<file path="config.mk">
export PLATFORM = sky130hd
export DESIGN_NAME = stack_arbiter
export DESIGN_NICKNAME = d
export VERILOG_FILES = /design/src/rtl/stack_arbiter.sv
export SDC_FILE = /design/constraint.sdc
export NUM_CORES = 1
export LEC_CHECK = 0
export BUFFER_PORTS_ARGS = -buffer_cell sky130_fd_sc_hd__buf_2
export CORE_MARGIN = 3
export CORE_UTILIZATION = 48
export DETAILED_ROUTE_END_ITERATION = 12
export HOLD_SLACK_MARGIN = 0.15
export PLACE_DENSITY_LB_ADDON = 0.25
export SYNTH_ARGS = -nofsm -noshare
export SYNTH_HDL_FRONTEND = slang
export SYNTH_SLANG_ARGS = --single-unit
</file>
<file path="constraint.sdc">
create_clock -name clk -period 2.3 [get_ports clk]
set_clock_uncertainty 0.2 [all_clocks]
set_input_delay 0.46 -clock clk [delete_from_list [all_inputs] [get_ports clk]]
set_output_delay 0.46 -clock clk [all_outputs]
set_load 0.01 [all_outputs]
</file>
<file path="src/rtl/stack_arbiter.sv">
`default_nettype none
// ============================================================================
// Module      : stack_arbiter
// Description : Round-robin arbiter serialising two requesters onto one stack.
// Revision    : 1.0
// ============================================================================
module stack_arbiter #(
  parameter int IO_WIDTH = 8,
  parameter int POP_LAT  = 2
) (
  input  logic                clk,
  input  logic                _rst_n,
  input  logic                req0,
  input  logic                req1,
  input  logic                op0,
  input  logic                op1,
  input  logic [IO_WIDTH-1:0] wdata0,
  input  logic [IO_WIDTH-1:0] wdata1,
  output logic                ack0,
  output logic                ack1,
  output logic                err0,
  output logic                err1,
  output logic [IO_WIDTH-1:0] rdata0,
  output logic [IO_WIDTH-1:0] rdata1,
  output logic                st_push,
  output logic                st_pop,
  output logic [IO_WIDTH-1:0] st_din,
  input  logic [IO_WIDTH-1:0] st_dout,
  input  logic                st_full,
  input  logic                st_empty,
  output logic                busy
);

  typedef enum logic [2:0] {
    S_IDLE  = 3'd0,
    S_GRANT = 3'd1,
    S_ISSUE = 3'd2,
    S_WAIT  = 3'd3,
    S_DONE  = 3'd4
  } state_t;

  localparam logic [1:0] c_cnt_init = 2'(POP_LAT - 1);

  state_t              r_state;
  logic                r_win;
  logic                r_op;
  logic                r_last;
  logic                r_busy;
  logic [1:0]          r_cnt;
  logic [IO_WIDTH-1:0] r_wdata;
  logic                r_ack0;
  logic                r_ack1;
  logic                r_err0;
  logic                r_err1;
  logic [IO_WIDTH-1:0] r_rdata0;
  logic [IO_WIDTH-1:0] r_rdata1;
  logic                r_push;
  logic                r_pop;

  logic                w_win;
  logic                w_refuse;

  // On a tie the requester that was not served last wins.
  assign w_win    = (req0 && req1) ? ~r_last : req1;
  assign w_refuse = r_op ? st_empty : st_full;

  always_ff @(posedge clk or negedge _rst_n) begin
    if (!_rst_n) begin
      r_state  <= S_IDLE;
      r_win    <= 1'b0;
      r_op     <= 1'b0;
      r_last   <= 1'b1;
      r_busy   <= 1'b0;
      r_cnt    <= 2'd0;
      r_wdata  <= '0;
      r_ack0   <= 1'b0;
      r_ack1   <= 1'b0;
      r_err0   <= 1'b0;
      r_err1   <= 1'b0;
      r_rdata0 <= '0;
      r_rdata1 <= '0;
      r_push   <= 1'b0;
      r_pop    <= 1'b0;
    end else begin
      r_ack0 <= 1'b0;
      r_ack1 <= 1'b0;
      r_err0 <= 1'b0;
      r_err1 <= 1'b0;
      r_push <= 1'b0;
      r_pop  <= 1'b0;
      case (r_state)
        S_IDLE: begin
          if (req0 || req1) begin
            r_win   <= w_win;
            r_op    <= w_win ? op1 : op0;
            r_wdata <= w_win ? wdata1 : wdata0;
            r_busy  <= 1'b1;
            r_state <= S_GRANT;
          end
        end
        S_GRANT: begin
          if (w_refuse) begin
            r_ack0  <= ~r_win;
            r_ack1  <= r_win;
            r_err0  <= ~r_win;
            r_err1  <= r_win;
            r_state <= S_DONE;
          end else begin
            r_push  <= ~r_op;
            r_pop   <= r_op;
            r_state <= S_ISSUE;
          end
        end
        S_ISSUE: begin
          if (r_op) begin
            r_cnt   <= c_cnt_init;
            r_state <= S_WAIT;
          end else begin
            r_ack0  <= ~r_win;
            r_ack1  <= r_win;
            r_state <= S_DONE;
          end
        end
        S_WAIT: begin
          if (r_cnt == 2'd0) begin
            if (r_win) r_rdata1 <= st_dout;
            else       r_rdata0 <= st_dout;
            r_ack0  <= ~r_win;
            r_ack1  <= r_win;
            r_state <= S_DONE;
          end else begin
            r_cnt <= r_cnt - 2'd1;
          end
        end
        S_DONE: begin
          r_last  <= r_win;
          r_busy  <= 1'b0;
          r_state <= S_IDLE;
        end
        default: begin
          r_busy  <= 1'b0;
          r_state <= S_IDLE;
        end
      endcase
    end
  end

  assign ack0    = r_ack0;
  assign ack1    = r_ack1;
  assign err0    = r_err0;
  assign err1    = r_err1;
  assign rdata0  = r_rdata0;
  assign rdata1  = r_rdata1;
  assign st_push = r_push;
  assign st_pop  = r_pop;
  assign st_din  = r_wdata;
  assign busy    = r_busy;

endmodule
`default_nettype wire

</file>
==> results.toml <==
[routing]
route.detailed.vias_per_inst = 5.37
num_vias = 1338
drt_iter0_drc = 52
drt-pass1-iter-count = 4
drt-wirelength-per-cell_um = 14.0
drc_errors = 0
drtAntennaViolNets = 0
wl_um = 3480

[clock_tree]
clk_root_buffer_cell = "sky130_fd_sc_hd__clkbuf_4"
cts_tree = "done"
worstSkewPairLatency_ns = 0.33
clkSlewWorstSetupHoldPaths_ns = 0.12
max-clock-path-buffers = 2
h-tree-depth = 2
post-cts-setup-buffers = 0
cts-buffers-inserted = 5
clkSinkCount = 39

[grt]
antenna_found_initial = 0
grt_start_max_net_pins = 40
first_global_vias = 1336
global_route_wire_length_before_repair_um = 5890
gr-usage-all-layers_pct = 17.8
grt_overflow = 0

[logic_synthesis]
syn-cell-area_um2 = 1720
post_synth_fa_ha_maj_area_fraction_pct = 0.728
synth_top_family_by_area = "compound AO/OA/AOI/OAI gates"
synth_cells = 137
seq_area_frac_synth_pct = 56.8
mappedNetlistNets = 170
synth-seq-cells = 39
synth.avg_cell_area_um2 = 12.5
yosys-mux-area-fraction_pct = 11.8
synth_xor_area_share_pct = 0
synthDominantCellAreaShare_pct = 55.3
synth_top_cells_by_area = "sky130_fd_sc_hd__dfrtp_1, sky130_fd_sc_hd__mux2_2, sky130_fd_sc_hd__o221a_2"
synth-compound-area-share_pct = 13.7
synth_simple_gate_area_share_pct = 12.9
yosys_warnings = 0
synth_top_area_cell = "sky130_fd_sc_hd__dfrtp_1"
yosys.cell_types.count = 33

[timing]
final_min_period_over_clock_period_pct = 84.5
setup-tns-final_ns = 0
timing.final.setup_violations = 0
final.min_clock_period_ns = 1.94
drv_slew = 0
tightest_slew_ns = 0.544
worst_hold_slack_ns = 0.170
timing.max_slew.rel_slack_pct = 63.6
unrepaired_setup_endpoints_after_global_routing = "false"
max_clock_freq_mhz = 514
timing_hold_violations_final = 0

[setup_path]
crit-reg2reg-launch = "r_cnt[0]"
cp-start-kind = "flip-flop"
crit_arrival_ns = 1.97
r2r.worst_path.cells = 4
critical_path_required_ns = 2.32
end_kind = "flip-flop"
critical_path_peak_fanout = 8
worst_setup_path_type = "reg2reg"
timing.rr.end = "rdata0[0]"
ff2ff_setup_slack_ns = 0.36

[power_and_ir_drop]
post-layout-total-power_mw = 2.77
ir_drop_mv = 0.687
power.density_nw_per_um2 = 1290
total_leakage_power_nw = 1.05

[run]
maxCapViolations = 0

[floorplan]
core-area_um2 = 3390
die_area_um2 = 4340
die_height_um = 65.8
std_cell_rows = 21
die_x_um = 65.8
initial_utilization_pct = 50.7
num_io_pins = 63

[placed_design]
place.detailed.hpwl_um = 2600
dp.cells = 238
gp_routability_congestion = 0.822
placement.io_buffers = 62

[final_layout]
final_layout_size_suffix_gt1_share_pct = 51.2
final_nets = 235
layout_common_cells = "sky130_fd_sc_hd__buf_2, sky130_fd_sc_hd__dfrtp_1, sky130_fd_sc_hd__mux2_2"
n_antenna_cell = 0
post_layout_nonfiller_instances = 249
areaGrowthSynthToFinish_pct = 25.4
final_common_cell = "sky130_fd_sc_hd__buf_2"

[min_path]
timing.hold.worst_endpoint = "rdata0[4]"
holdCritStartpoint = "st_dout[4]"
worst_hold_path_type = "in2reg"
min_path_cells = 2

[run_status]
status = "finished, final reports clean"
==> state kept, by name, summed over array words and instances, names as in the netlist, 2 cells and up <==
signal,flops
st_din,8
rdata0,8
r_state,3
rdata1,8
r_cnt,2
==> through the flow <==
stage	cell area, um^2	util, %	worst slack [ns]
2_1_floorplan	1720	-	0.643
6_report	2160	63.6	0.356
5_1_grt	2160	63.6	0.243
3_5_place_dp	2040	60.2	0.365
4_1_cts	2160	63.6	0.345
3_3_place_gp	2040	60.2	0.454
==> cell usage after synthesis, drive strengths merged <==
cell    instances
nand3b          1
nand4           1
nor3b           2
ha              1
mux2           18
o221a           9
nand3           1
nor4b           1
nor3            2
buf             6
and2            1
nor2b           1
inv             4
nand2b          4
a21oi          12
dfrtp          38
clkbuf          2
and3            1
nand2          13
o21ai           7
and4b           1
a211oi          1
nor4bb          1
or3             1
o31a            1
dfstp           1
o21a            3
nor2            3
==> metal layers <==
layer,global-route usage (%),share of wire [%],up-vias
met4,4.66,0.60,0
met2,32.7,52,52
li1,-,-,622
met3,4.42,6.8,3
met5,0,0,-
met1,20.4,40,661
==> area by class of cell <==
| type | instances | area (um^2) |
|---|---|---|
| fill | 269 | 1230 |
| sequential | 39 | 977 |
| multi-input combinational | 86 | 672 |
| timing repair buffer | 66 | 348 |
| tap | 46 | 57.6 |
| clock buffer | 6 | 51.3 |
| clock inverter | 2 | 35.0 |
| inverter | 4 | 15.0 |
==> how the worst max path moves through the flow <==
stage,slack (ns),depth (start not counted),startpoint,to
after global routing,0.24,4,r_cnt[0],rdata0[2]
after global placement,0.45,4,r_cnt[0],rdata0[4]
after detailed placement,0.36,4,r_cnt[0],rdata0[0]
after CTS,0.34,4,r_cnt[0],rdata0[0]
after floorplan,0.64,5,r_cnt[0],rdata0[0]
final,0.36,4,r_cnt[0],rdata0[0]
==> kinds of logic (layout without fill, tap and decap cells) <==
| family | after synthesis | in the layout |
|---|---|---|
| AO/OA/AOI/OAI | 33 | 33 |
| adder cells (fa/ha/maj) | 1 | 1 |
| buffers and inverters | 12 | 78 |
| flip-flops | 39 | 39 |
| multiplexers | 18 | 18 |
| AND/OR/NAND/NOR | 34 | 34 |
==> critical path: stages (launching register included) <==
cell and delay (ns):
sky130_fd_sc_hd__dfrtp_1 0.39, sky130_fd_sc_hd__inv_1 0.09, sky130_fd_sc_hd__ha_1 0.29, sky130_fd_sc_hd__and4b_1 0.47, sky130_fd_sc_hd__mux2_2 0.38
==> timing repair <==
item | in CTS | in global routing
hold buffers | 3 | 0
resized for setup | 0 | 0
hold endpoints to repair | 40 | 0
==> power by group <==
part | switching, mW | leakage (nW) | internal (mW)
clock network | 0.211 | 0.0482 | 0.257
logic | 0.508 | 0.529 | 0.564
registers | 0.243 | 0.473 | 0.991
Power figures use the tool's default switching activity.
